## src/rtl/ap_ctrl_hs_driver_if.sv

```systemverilog
// Kernel-side ap_ctrl_hs pins. The driver owns start/continue; the kernel
// answers with ready/done.
interface ap_ctrl_hs_driver_if;
    logic ap_start;
    logic ap_continue;
    logic ap_ready;
    logic ap_done;

    modport master (output ap_start, output ap_continue, input ap_ready, input ap_done);
    modport slave  (input ap_start, input ap_continue, output ap_ready, output ap_done);
endinterface

```

## src/rtl/ap_ctrl_hs_driver.sv

```systemverilog
// ap_ctrl_hs initiator: launches a kernel N times, tracks issued/completed
// runs, latency/interval statistics, watchdog timeout and protocol errors.
module ap_ctrl_hs_driver #(
    parameter int RUN_W       = 16,
    parameter int CNT_W       = 32,
    parameter int TIMEOUT_CYC = 4096
) (
    input  logic             ap_clk,
    input  logic             ap_rst_n,
    input  logic             cmd_start,
    input  logic [RUN_W-1:0] cmd_runs,
    input  logic             cmd_abort,
    output logic             busy,
    output logic             done,
    output logic [2:0]       err,
    ap_ctrl_hs_driver_if.master kern,
    output logic [RUN_W-1:0] issued_cnt,
    output logic [RUN_W-1:0] done_cnt,
    output logic [CNT_W-1:0] total_cycles,
    output logic [CNT_W-1:0] first_latency,
    output logic [CNT_W-1:0] max_interval
);
    typedef enum logic [1:0] {S_IDLE, S_RUN, S_DRAIN} state_t;

    localparam logic TMO_EN = (TIMEOUT_CYC > 0);
    localparam logic [CNT_W-1:0] TMO_LIM = CNT_W'(TIMEOUT_CYC);

    state_t           r_state, w_state_nxt;
    logic [RUN_W-1:0] r_n, r_issued, r_dcnt;
    logic [CNT_W-1:0] r_total, r_first, r_max, r_ival, r_prog;
    logic [2:0]       r_err;
    logic             r_done;

    logic             w_start, w_active, w_accept, w_hs, w_cnt_done, w_spur, w_tmo, w_fin;
    logic [RUN_W-1:0] w_issued_nxt, w_dcnt_nxt;
    logic [CNT_W-1:0] w_prog_nxt, w_ival_cand;

    function automatic logic [CNT_W-1:0] sat_inc(input logic [CNT_W-1:0] v);
        return (&v) ? v : v + CNT_W'(1);
    endfunction

    // start is a decode of registered state only, so reset drops it at once
    assign w_start  = (r_state == S_RUN) && (r_issued < r_n);
    assign w_active = (r_state != S_IDLE);
    assign w_accept = (r_state == S_IDLE) && cmd_start;

    // Per-cycle event decode: handshake, counted done, spurious done, watchdog
    always_comb begin
        w_hs         = w_start & kern.ap_ready;
        w_issued_nxt = r_issued + RUN_W'(w_hs);
        // a done in the same cycle as its own handshake is legitimate
        w_cnt_done   = w_active && kern.ap_done && (r_dcnt != w_issued_nxt);
        w_spur       = w_active && kern.ap_done && (r_dcnt == w_issued_nxt);
        w_dcnt_nxt   = r_dcnt + RUN_W'(w_cnt_done);
        w_prog_nxt   = (w_hs || w_cnt_done) ? '0 : sat_inc(r_prog);
        w_tmo        = TMO_EN && w_active && (w_prog_nxt >= TMO_LIM);
        w_ival_cand  = sat_inc(r_ival);
    end

    // Next-state and command-finish decode
    always_comb begin
        w_state_nxt = r_state;
        w_fin       = 1'b0;
        case (r_state)
            S_IDLE: begin
                if (cmd_start) begin
                    if (cmd_runs == '0) w_fin = 1'b1;
                    else                w_state_nxt = S_RUN;
                end
            end
            S_RUN: begin
                if (w_tmo || (w_dcnt_nxt == r_n)) begin
                    w_state_nxt = S_IDLE;
                    w_fin       = 1'b1;
                end else if (cmd_abort) begin
                    w_state_nxt = S_DRAIN;
                end
            end
            S_DRAIN: begin
                if (w_tmo || (w_dcnt_nxt == r_issued)) begin
                    w_state_nxt = S_IDLE;
                    w_fin       = 1'b1;
                end
            end
            default: w_state_nxt = S_IDLE;
        endcase
    end

    // State register
    always_ff @(posedge ap_clk or negedge ap_rst_n) begin
        if (!ap_rst_n) r_state <= S_IDLE;
        else           r_state <= w_state_nxt;
    end

    // Counters, statistics and sticky errors; all hold while idle
    always_ff @(posedge ap_clk or negedge ap_rst_n) begin
        if (!ap_rst_n) begin
            r_n <= '0; r_issued <= '0; r_dcnt <= '0;
            r_total <= '0; r_first <= '0; r_max <= '0; r_ival <= '0; r_prog <= '0;
            r_err <= '0; r_done <= 1'b0;
        end else begin
            r_done <= w_fin;
            if (w_accept) begin
                r_n      <= cmd_runs;
                r_issued <= '0;
                r_dcnt   <= '0;
                // the first RUN cycle already reads as cycle 1
                r_total  <= (cmd_runs != '0) ? CNT_W'(1) : '0;
                r_first  <= '0;
                r_max    <= '0;
                r_ival   <= '0;
                r_prog   <= '0;
                r_err    <= '0;
            end else if (w_active) begin
                r_issued <= w_issued_nxt;
                r_dcnt   <= w_dcnt_nxt;
                r_prog   <= w_prog_nxt;
                if (w_state_nxt != S_IDLE) r_total <= sat_inc(r_total);
                if (w_cnt_done) begin
                    r_ival <= '0;
                    if (r_dcnt == '0)              r_first <= r_total;
                    else if (w_ival_cand > r_max)  r_max   <= w_ival_cand;
                end else begin
                    r_ival <= w_ival_cand;
                end
                r_err[0] <= r_err[0] | w_tmo;
                r_err[1] <= r_err[1] | w_spur;
                r_err[2] <= r_err[2] | ((r_state == S_RUN) && (w_state_nxt == S_DRAIN));
            end
        end
    end

    assign kern.ap_start    = w_start;
    assign kern.ap_continue = 1'b1;
    assign busy             = w_active;
    assign done             = r_done;
    assign err              = r_err;
    assign issued_cnt       = r_issued;
    assign done_cnt         = r_dcnt;
    assign total_cycles     = r_total;
    assign first_latency    = r_first;
    assign max_interval     = r_max;
endmodule
```

## src/flat_wrapper.sv

```systemverilog
// flat-port wrapper written by rule: the top's interface ports become plain ports
module ap_ctrl_hs_driver_flat 
#(
    parameter int RUN_W       = 16,
    parameter int CNT_W       = 32,
    parameter int TIMEOUT_CYC = 4096
)
  (ap_clk, ap_rst_n, cmd_start, cmd_runs, cmd_abort, busy, done, err, issued_cnt, done_cnt, total_cycles, first_latency, max_interval, kern_ap_start, kern_ap_continue, kern_ap_ready, kern_ap_done);
  ap_ctrl_hs_driver_if kern_i ();
  input  logic ap_clk;
  input  logic ap_rst_n;
  input  logic cmd_start;
  input  logic [RUN_W-1:0] cmd_runs;
  input  logic cmd_abort;
  output logic busy;
  output logic done;
  output logic [2:0] err;
  output logic [RUN_W-1:0] issued_cnt;
  output logic [RUN_W-1:0] done_cnt;
  output logic [CNT_W-1:0] total_cycles;
  output logic [CNT_W-1:0] first_latency;
  output logic [CNT_W-1:0] max_interval;
  output wire logic [$bits(kern_i.ap_start)-1:0] kern_ap_start;
  output wire logic [$bits(kern_i.ap_continue)-1:0] kern_ap_continue;
  input wire logic [$bits(kern_i.ap_ready)-1:0] kern_ap_ready;
  input wire logic [$bits(kern_i.ap_done)-1:0] kern_ap_done;
  assign kern_ap_start = kern_i.ap_start;
  assign kern_ap_continue = kern_i.ap_continue;
  assign kern_i.ap_ready = kern_ap_ready;
  assign kern_i.ap_done = kern_ap_done;
  ap_ctrl_hs_driver #(.RUN_W(RUN_W), .CNT_W(CNT_W), .TIMEOUT_CYC(TIMEOUT_CYC)) u_core (.ap_clk(ap_clk), .ap_rst_n(ap_rst_n), .cmd_start(cmd_start), .cmd_runs(cmd_runs), .cmd_abort(cmd_abort), .busy(busy), .done(done), .err(err), .kern(kern_i), .issued_cnt(issued_cnt), .done_cnt(done_cnt), .total_cycles(total_cycles), .first_latency(first_latency), .max_interval(max_interval));
endmodule
```

## config.mk

```make
export PLATFORM = sky130hd
export DESIGN_NAME = ap_ctrl_hs_driver_flat
export DESIGN_NICKNAME = d
export VERILOG_FILES = /design/src/rtl/ap_ctrl_hs_driver_if.sv /design/src/rtl/ap_ctrl_hs_driver.sv /design/src/flat_wrapper.sv
export SDC_FILE = /design/constraint.sdc
export NUM_CORES = 1
export LEC_CHECK = 0
export CORE_ASPECT_RATIO = 1.4
export CORE_MARGIN = 2
export CORE_UTILIZATION = 45
export DETAILED_ROUTE_END_ITERATION = 10
export PLACE_DENSITY_LB_ADDON = 0.25
export SLEW_MARGIN = 5
export SYNTH_ARGS = -nofsm -noshare
export SYNTH_HDL_FRONTEND = slang
export SYNTH_SLANG_ARGS = --single-unit
```

## constraint.sdc

```tcl
create_clock -name ap_clk -period 8.6 [get_ports ap_clk]
set_clock_uncertainty 0.05 [all_clocks]
set_input_delay 2.58 -clock ap_clk [delete_from_list [all_inputs] [get_ports ap_clk]]
set_output_delay 2.58 -clock ap_clk [all_outputs]
set_load 0.1 [all_outputs]
```

==> run_results.csv, run 1 <==
group,metric,value,unit
status,status,"finished, final reports clean",
synth,synth.distinct_cells,70,
placement,place_area,0.0155,mm2
min_path,hp-class,"reg2reg",
layout,drive_gt1_frac,0.0625,
timing,hold_violations,0,
clock_tree,cts_hold_buffers,0,
global_route,grt_max_degree,83,
layout,utilization,0.546,
die,rows,75,
clock_tree,htree_levels,1,
global_route,grt-ovfl-total,0,
synth,synth-edff-count,0,
die,start_util,0.454,
placement,place_congestion,0.948,
clock_tree,clk_path_buf_depth,3,
layout,fin_area,0.0163,mm2
route,vias_per_cell,5.94,
placement,io_buffers,155,
synth,synth_top_area_share,0.396,
timing,relSlewSlack,0.253,
timing,fin_crit,8150,ps
global_route,grt_pass1_wl,66.6,mm
synth,yosysSeqAreaShare,0.396,
layout,fin_nets,1805,
die,fp.dieH,209,um
timing,rsz0062_at_grt,"no",
timing,slew_violations,0,
die,die_w,150,um
route,route.vias.total,12660,
power,vdd_drop_max,0.272,mV
setup_path,critPathCaptureType,"flop",
setup_path,required,8920,ps
synth,synth_area_leader_cell,"dfrtp_1",
setup_path,start_kind,"input port",
placement,hpwl,29.1,mm
synth,ys_warn_count,0,
flow_run,max_cap_violations,0,
synth,syn_nets,1690,
synth,async_flop_share,1.00,
die,die_area,0.0314,mm2
global_route,grt_usage,0.263,
clock_tree,clk_latency,540,ps
timing,tightestPinTransition,1110,ps
power,power,3.67,mW
timing,final.setup.tns,0,ps
synth,syn_avg_cell_area,8.37,um2
clock_tree,cts_buffers,24,
clock_tree,cts.repair.resized,0,
clock_tree,cts_setup_buffers,0,
clock_tree,cts_tree,"done",
timing,setup_viol,0,
power,leakage,6.87,nW
setup_path,worstSetupPathType,"in2reg",
setup_path,path_max_fanout,18,
min_path,hold-path-cell-count,1,
clock_tree,cts_sinks,214,
synth,synthFlopType,"dfrtp_1",
synth,ys_ff_latch,214,
setup_path,cp.arrival,8470,ps
setup_path,r2r_cells,28,
layout,syn_to_final_growth,20.3,%
timing,finalCritPeriodShare,0.948,
power,p_per_area,226,mW/mm2
clock_tree,clockRootBuffer,"clkbuf_16",
synth,syn-cell-area,0.0135,mm2
synth,syn_inst,1614,
route,drcViolationCount,0,
synth,synth_area_leaders,"dfrtp_1 (40%), nand2_1 (7.2%), o21ai_0 (6.5%)",
timing,max_clock_freq,123,MHz
global_route,grt_antenna_before_repair,3,
clock_tree,clk_pin_slew,60,ps
die,boundaryPins,157,
global_route,grt_pass1_vias,12420,
route,routed_wl,41.1,mm
route,post_drt_wl_per_cell,19.3,um
route,initialDrtViolationCount,724,
route,ant_nets,0,
route,first_pass_iters,5,
die,core,0.0297,mm2
## flip-flops by register name (all words and copies together) (netlist names)
| register | count |
|---|---|
| u_core.done | 1 |
| u_core.done_cnt | 16 |
| u_core.err | 3 |
| u_core.first_latency | 32 |
| u_core.issued_cnt | 16 |
| u_core.max_interval | 32 |
| u_core.r_ival | 32 |
| u_core.r_n | 16 |
| u_core.r_prog | 32 |
| u_core.r_state | 2 |
| u_core.total_cycles | 32 |
## layer usage
| metal | wire, um | GRT usage |
|---|---|---|
| met5 | 7 | 0 |
| met4 | 1750 | 0.108 |
| met3 | 2790 | 0.0509 |
| met2 | 19900 | 0.442 |
| met1 | 16600 | 0.329 |
## layout make-up
type	count	area, um2
flip-flops and latches	214	5360
clock buffers	35	723
inverters	89	334
well taps	385	482
fillers	2715	13500
repair buffers	189	1840
clock inverters	6	58.8
multi-input cells	1211	7460
diodes	2	5.00
## where the power goes
group,internal (mW),switching [mW]
Combinational,0.400,1.04
Clock,0.609,0.427
Sequential,1.09,0.0981
Total,2.10,1.56
## layout by cell type, fill, tap and decap left out, types with 5 or more instances in the layout
cell             netlist  layout
or4_1                 12      12
nand2_1              258     257
and2_1                16      15
ha_1                  54      54
mux2_2                13      13
a21oi_1               82      82
nand3b_1               8       8
a22o_1                 5       5
a21o_1                12      12
nor4_1                23      23
xor2_1                47      47
inv_1                 89      89
o2111ai_1              5       5
buf_4                  1      32
or2_2                  6       6
and3_1                21      21
o31ai_1               38      38
clkbuf_16              0      25
o21ai_0              176     176
nor2_1                73      70
o211ai_1              10      10
nor3_1                28      28
nand4_1               50      50
or3_1                 28      27
o22ai_1                5       5
nand3_1               51      51
clkbuf_8               0       6
a2111oi_0              6       6
dfrtp_1              214     214
xnor2_1               47      47
nand2b_1              14      14
and4_1                15      15
mux2i_1               28      28
clkdlybuf4s50_1        0     154
a31oi_1               22      22
## cells by family after synthesis
group           count (synthesis)  share of synthesized area
flops                         214                      0.396
fa+ha+maj                      54                     0.0500
other cells                     1                   0.000278
buf+inv                       189                     0.0552
compound gates                398                      0.178
simple gates                  623                      0.228
mux                            41                     0.0316
xor+xnor                       94                     0.0609
## Yosys cell counts, types with 12 or more instances
cell	instances
a21o_1	12
a21oi_1	82
a31oi_1	22
and2_1	16
and3_1	21
and4_1	15
buf_2	13
clkbuf_1	77
dfrtp_1	214
ha_1	54
inv_1	89
mux2_2	13
mux2i_1	28
nand2_1	258
nand2b_1	14
nand3_1	51
nand4_1	50
nor2_1	73
nor3_1	28
nor4_1	23
o21ai_0	176
o31ai_1	38
or3_1	28
or4_1	12
xnor2_1	47
xor2_1	47
## stage by stage
stage	hold slack (ps)	instances	worst slack [ps]
2_1_floorplan	420	1614	201
3_3_place_gp	439	2088	180
3_5_place_dp	447	2088	10.5
4_1_cts	455	2129	517
5_1_grt	484	2129	143
6_report	459	2131	447
## path summary, 6_finish.rpt
kind                                                end                  from  slack (ps)
worst max-delay path            u_core.total_cycles[30]         kern_ap_ready         450
worst min-delay path                   u_core.r_prog[4]      u_core.r_prog[4]         460
worst max register to register  u_core.total_cycles[30]  u_core.issued_cnt[5]         820
worst min register to register         u_core.r_prog[4]      u_core.r_prog[4]         460
max in group asynchronous       u_core.max_interval[29]              ap_rst_n        5060
min in group asynchronous       u_core.max_interval[13]              ap_rst_n        1950
## critical path: stages
cell             delay, ps
clkdlybuf4s50_1        570
and2_1                 190
ha_1                   250
ha_1                   220
nand4_1                180
nor4_2                 370
xor2_1                 220
nand4_1                 90
or4_1                  490
o21bai_1               230
inv_1                   80
ha_1                   200
ha_1                   330
xor2_1                 180
a21oi_1                130
o2111ai_1              110
a2111oi_0              390
nand4_1                270
o311ai_1               360
buf_4                  190
a32oi_2                100
o21ai_4                290
buf_4                  250
or3_1                  120
a21oi_1                 60
Power figures use the tool's default switching activity.
==> inputs of run 2 (changes only) <==
--- a/config.mk
+++ b/config.mk
@@ -10,6 +10,7 @@
 export CORE_UTILIZATION = 45
 export DETAILED_ROUTE_END_ITERATION = 10
 export PLACE_DENSITY_LB_ADDON = 0.25
+export SKIP_LAST_GASP = 1
 export SLEW_MARGIN = 5
 export SYNTH_ARGS = -nofsm -noshare
 export SYNTH_HDL_FRONTEND = slang
==> constraint.sdc (replaced) <==
create_clock -name ap_clk -period 9.45 [get_ports ap_clk]
set_clock_uncertainty 0.05 [all_clocks]
set_input_delay 2.835 -clock ap_clk [delete_from_list [all_inputs] [get_ports ap_clk]]
set_output_delay 2.835 -clock ap_clk [all_outputs]
set_load 0.1 [all_outputs]
==> run 2 against run 1 <==
Effect of this change: non-clock buffer count down 12; worst hold slack got worse by 12 ps; clock power shrank 7%; die area did not move; via count fell by 1.7%; sequential power down 8%; wire length is 0.28% lower; highest routed layer is now met4; global-route usage is 0.097 points higher; critical path type unchanged; register-to-register slack improved by 210 ps.
==> run_results.csv, run 2 (same netlist as run 1, synthesis figures left out) <==
group,metric,value,unit
placement,place_area,0.0153,mm2
clock_tree,cts_hold_buffers,0,
clock_tree,cts_setup_buffers,0,
layout,drive_gt1_frac,0.0588,
layout,fin_area,0.0162,mm2
global_route,grt_pass1_wl,66.7,mm
power,vdd_drop_max,0.185,mV
route,routed_wl,41.0,mm
timing,finalCritPeriodShare,0.943,
status,status,"finished, final reports clean",
route,first_pass_iters,6,
global_route,grt_antenna_before_repair,0,
placement,hpwl,29.0,mm
timing,slew_violations,0,
power,p_per_area,206,mW/mm2
die,rows,75,
die,core,0.0297,mm2
clock_tree,clk_path_buf_depth,3,
timing,max_clock_freq,112,MHz
layout,final_cell_mix,"nand2_1 (257), dfrtp_1 (214), o21ai_0 (176)",
timing,hold_violations,0,
clock_tree,clk_pin_slew,60,ps
route,ant_nets,0,
clock_tree,cts.repair.resized,0,
die,die_w,150,um
min_path,worstHoldStart,"u_core.err[2]",
timing,fin_crit,8910,ps
global_route,grt_max_degree,97,
global_route,met3_usage,0.0358,
min_path,min_to,"u_core.err[2]",
placement,placed_cells,2076,
clock_tree,cts_buffers,24,
die,fp.dieH,209,um
timing,setup_viol,0,
die,start_util,0.454,
global_route,grt_use_met1,0.340,
global_route,grt_usage,0.264,
route,route.vias.total,12441,
flow_run,max_cap_violations,0,
layout,antenna_cells,0,
power,leakage,6.81,nW
clock_tree,cts_sinks,214,
setup_path,worstSetupPathType,"in2reg",
setup_path,path_max_fanout,57,
route,vias_per_cell,5.87,
die,boundaryPins,157,
clock_tree,cts_tree,"done",
layout,final_common_cell,"nand2_1",
min_path,hold-path-cell-count,2,
setup_path,cp.arrival,9320,ps
setup_path,r2r_slack,1030,ps
global_route,grt-ovfl-total,0,
global_route,grt_pass1_vias,12278,
placement,place_congestion,0.904,
layout,layout.cells.non_filler,2120,
layout,fin_nets,1793,
layout,seq_area,0.00536,mm2
setup_path,critPathCaptureType,"flop",
timing,tightestPinTransition,1150,ps
route,post_drt_wl_per_cell,19.3,um
setup_path,required,9860,ps
min_path,hp-class,"reg2reg",
route,drcViolationCount,0,
power,power,3.33,mW
placement,io_buffers,155,
clock_tree,htree_levels,1,
global_route,grtUsageMet2,0.447,
layout,multi_input_area,0.00746,mm2
layout,syn_to_final_growth,19.7,%
clock_tree,clk_latency,540,ps
setup_path,r2r-end,"u_core.total_cycles[16]",
layout,fill_cells,2748,
clock_tree,clockRootBuffer,"clkbuf_16",
timing,rsz0062_at_grt,"no",
timing,relSlewSlack,0.233,
setup_path,r2r-start,"u_core.issued_cnt[11]",
die,die_area,0.0314,mm2
route,initialDrtViolationCount,927,
setup_path,start_kind,"input port",
setup_path,r2r_cells,28,
global_route,busiest_layer,"met2",
## run 2: routing by layer
layer  up-vias  wire [um]
met3        82       2250
met1      6027      17000
met2       390      20200
li1       5942          -
met5         -          0
met4         0       1520
## run 2: area by class of cell
class,count,area share
Sequential cell,214,0.331
Tap cell,385,0.0298
Inverter,89,0.0207
Timing Repair Buffer,177,0.106
Clock buffer,34,0.0444
Clock inverter,10,0.00627
Multi-Input combinational cell,1211,0.461
## run 2: metrics by stage
step	hold WS [ps]	TNS, ps	setup slack (ps)	util
4_1_cts	451	0	532	0.543
6_report	448	0	542	0.544
3_5_place_dp	436	-8.99	-8.99	0.516
2_1_floorplan	420	0	755	-
5_1_grt	484	0	13.5	0.544
3_3_place_gp	428	0	279	0.516
## run 2: power by group
group          switching, mW  total (mW)  internal, mW
Sequential            0.0934        1.09         0.994
Combinational          0.930        1.27         0.340
Clock                  0.410       0.971         0.560
Total                   1.43        3.33          1.89
## run 2: critical path: stages
cell and delay, ps:
clkdlybuf4s50_1 570, and2_1 240, ha_1 230, ha_1 320, nand4_1 260, nor4_2 390, xor2_1 200, nand4_1 80
or4_1 490, o21bai_1 210, inv_1 70, ha_1 250, ha_1 330, xor2_1 250, a21oi_1 120, a2111oi_0 430
nand4_1 350, o311ai_2 540, a32oi_2 180, o21ai_4 490, o21ai_0 270, a21oi_1 190
## run 2: worst max-delay path by stage
stage                         start                 endpoint  slack, ps  cells after the start
5_1_grt               kern_ap_ready  u_core.total_cycles[10]         10                     23
3_3_place_gp          kern_ap_ready  u_core.total_cycles[13]        280                     23
2_1_floorplan  u_core.issued_cnt[9]   u_core.total_cycles[8]        750                     36
3_5_place_dp          kern_ap_ready  u_core.total_cycles[16]         -9                     23
4_1_cts               kern_ap_ready  u_core.total_cycles[16]        530                     23
6_report              kern_ap_ready  u_core.total_cycles[16]        540                     22
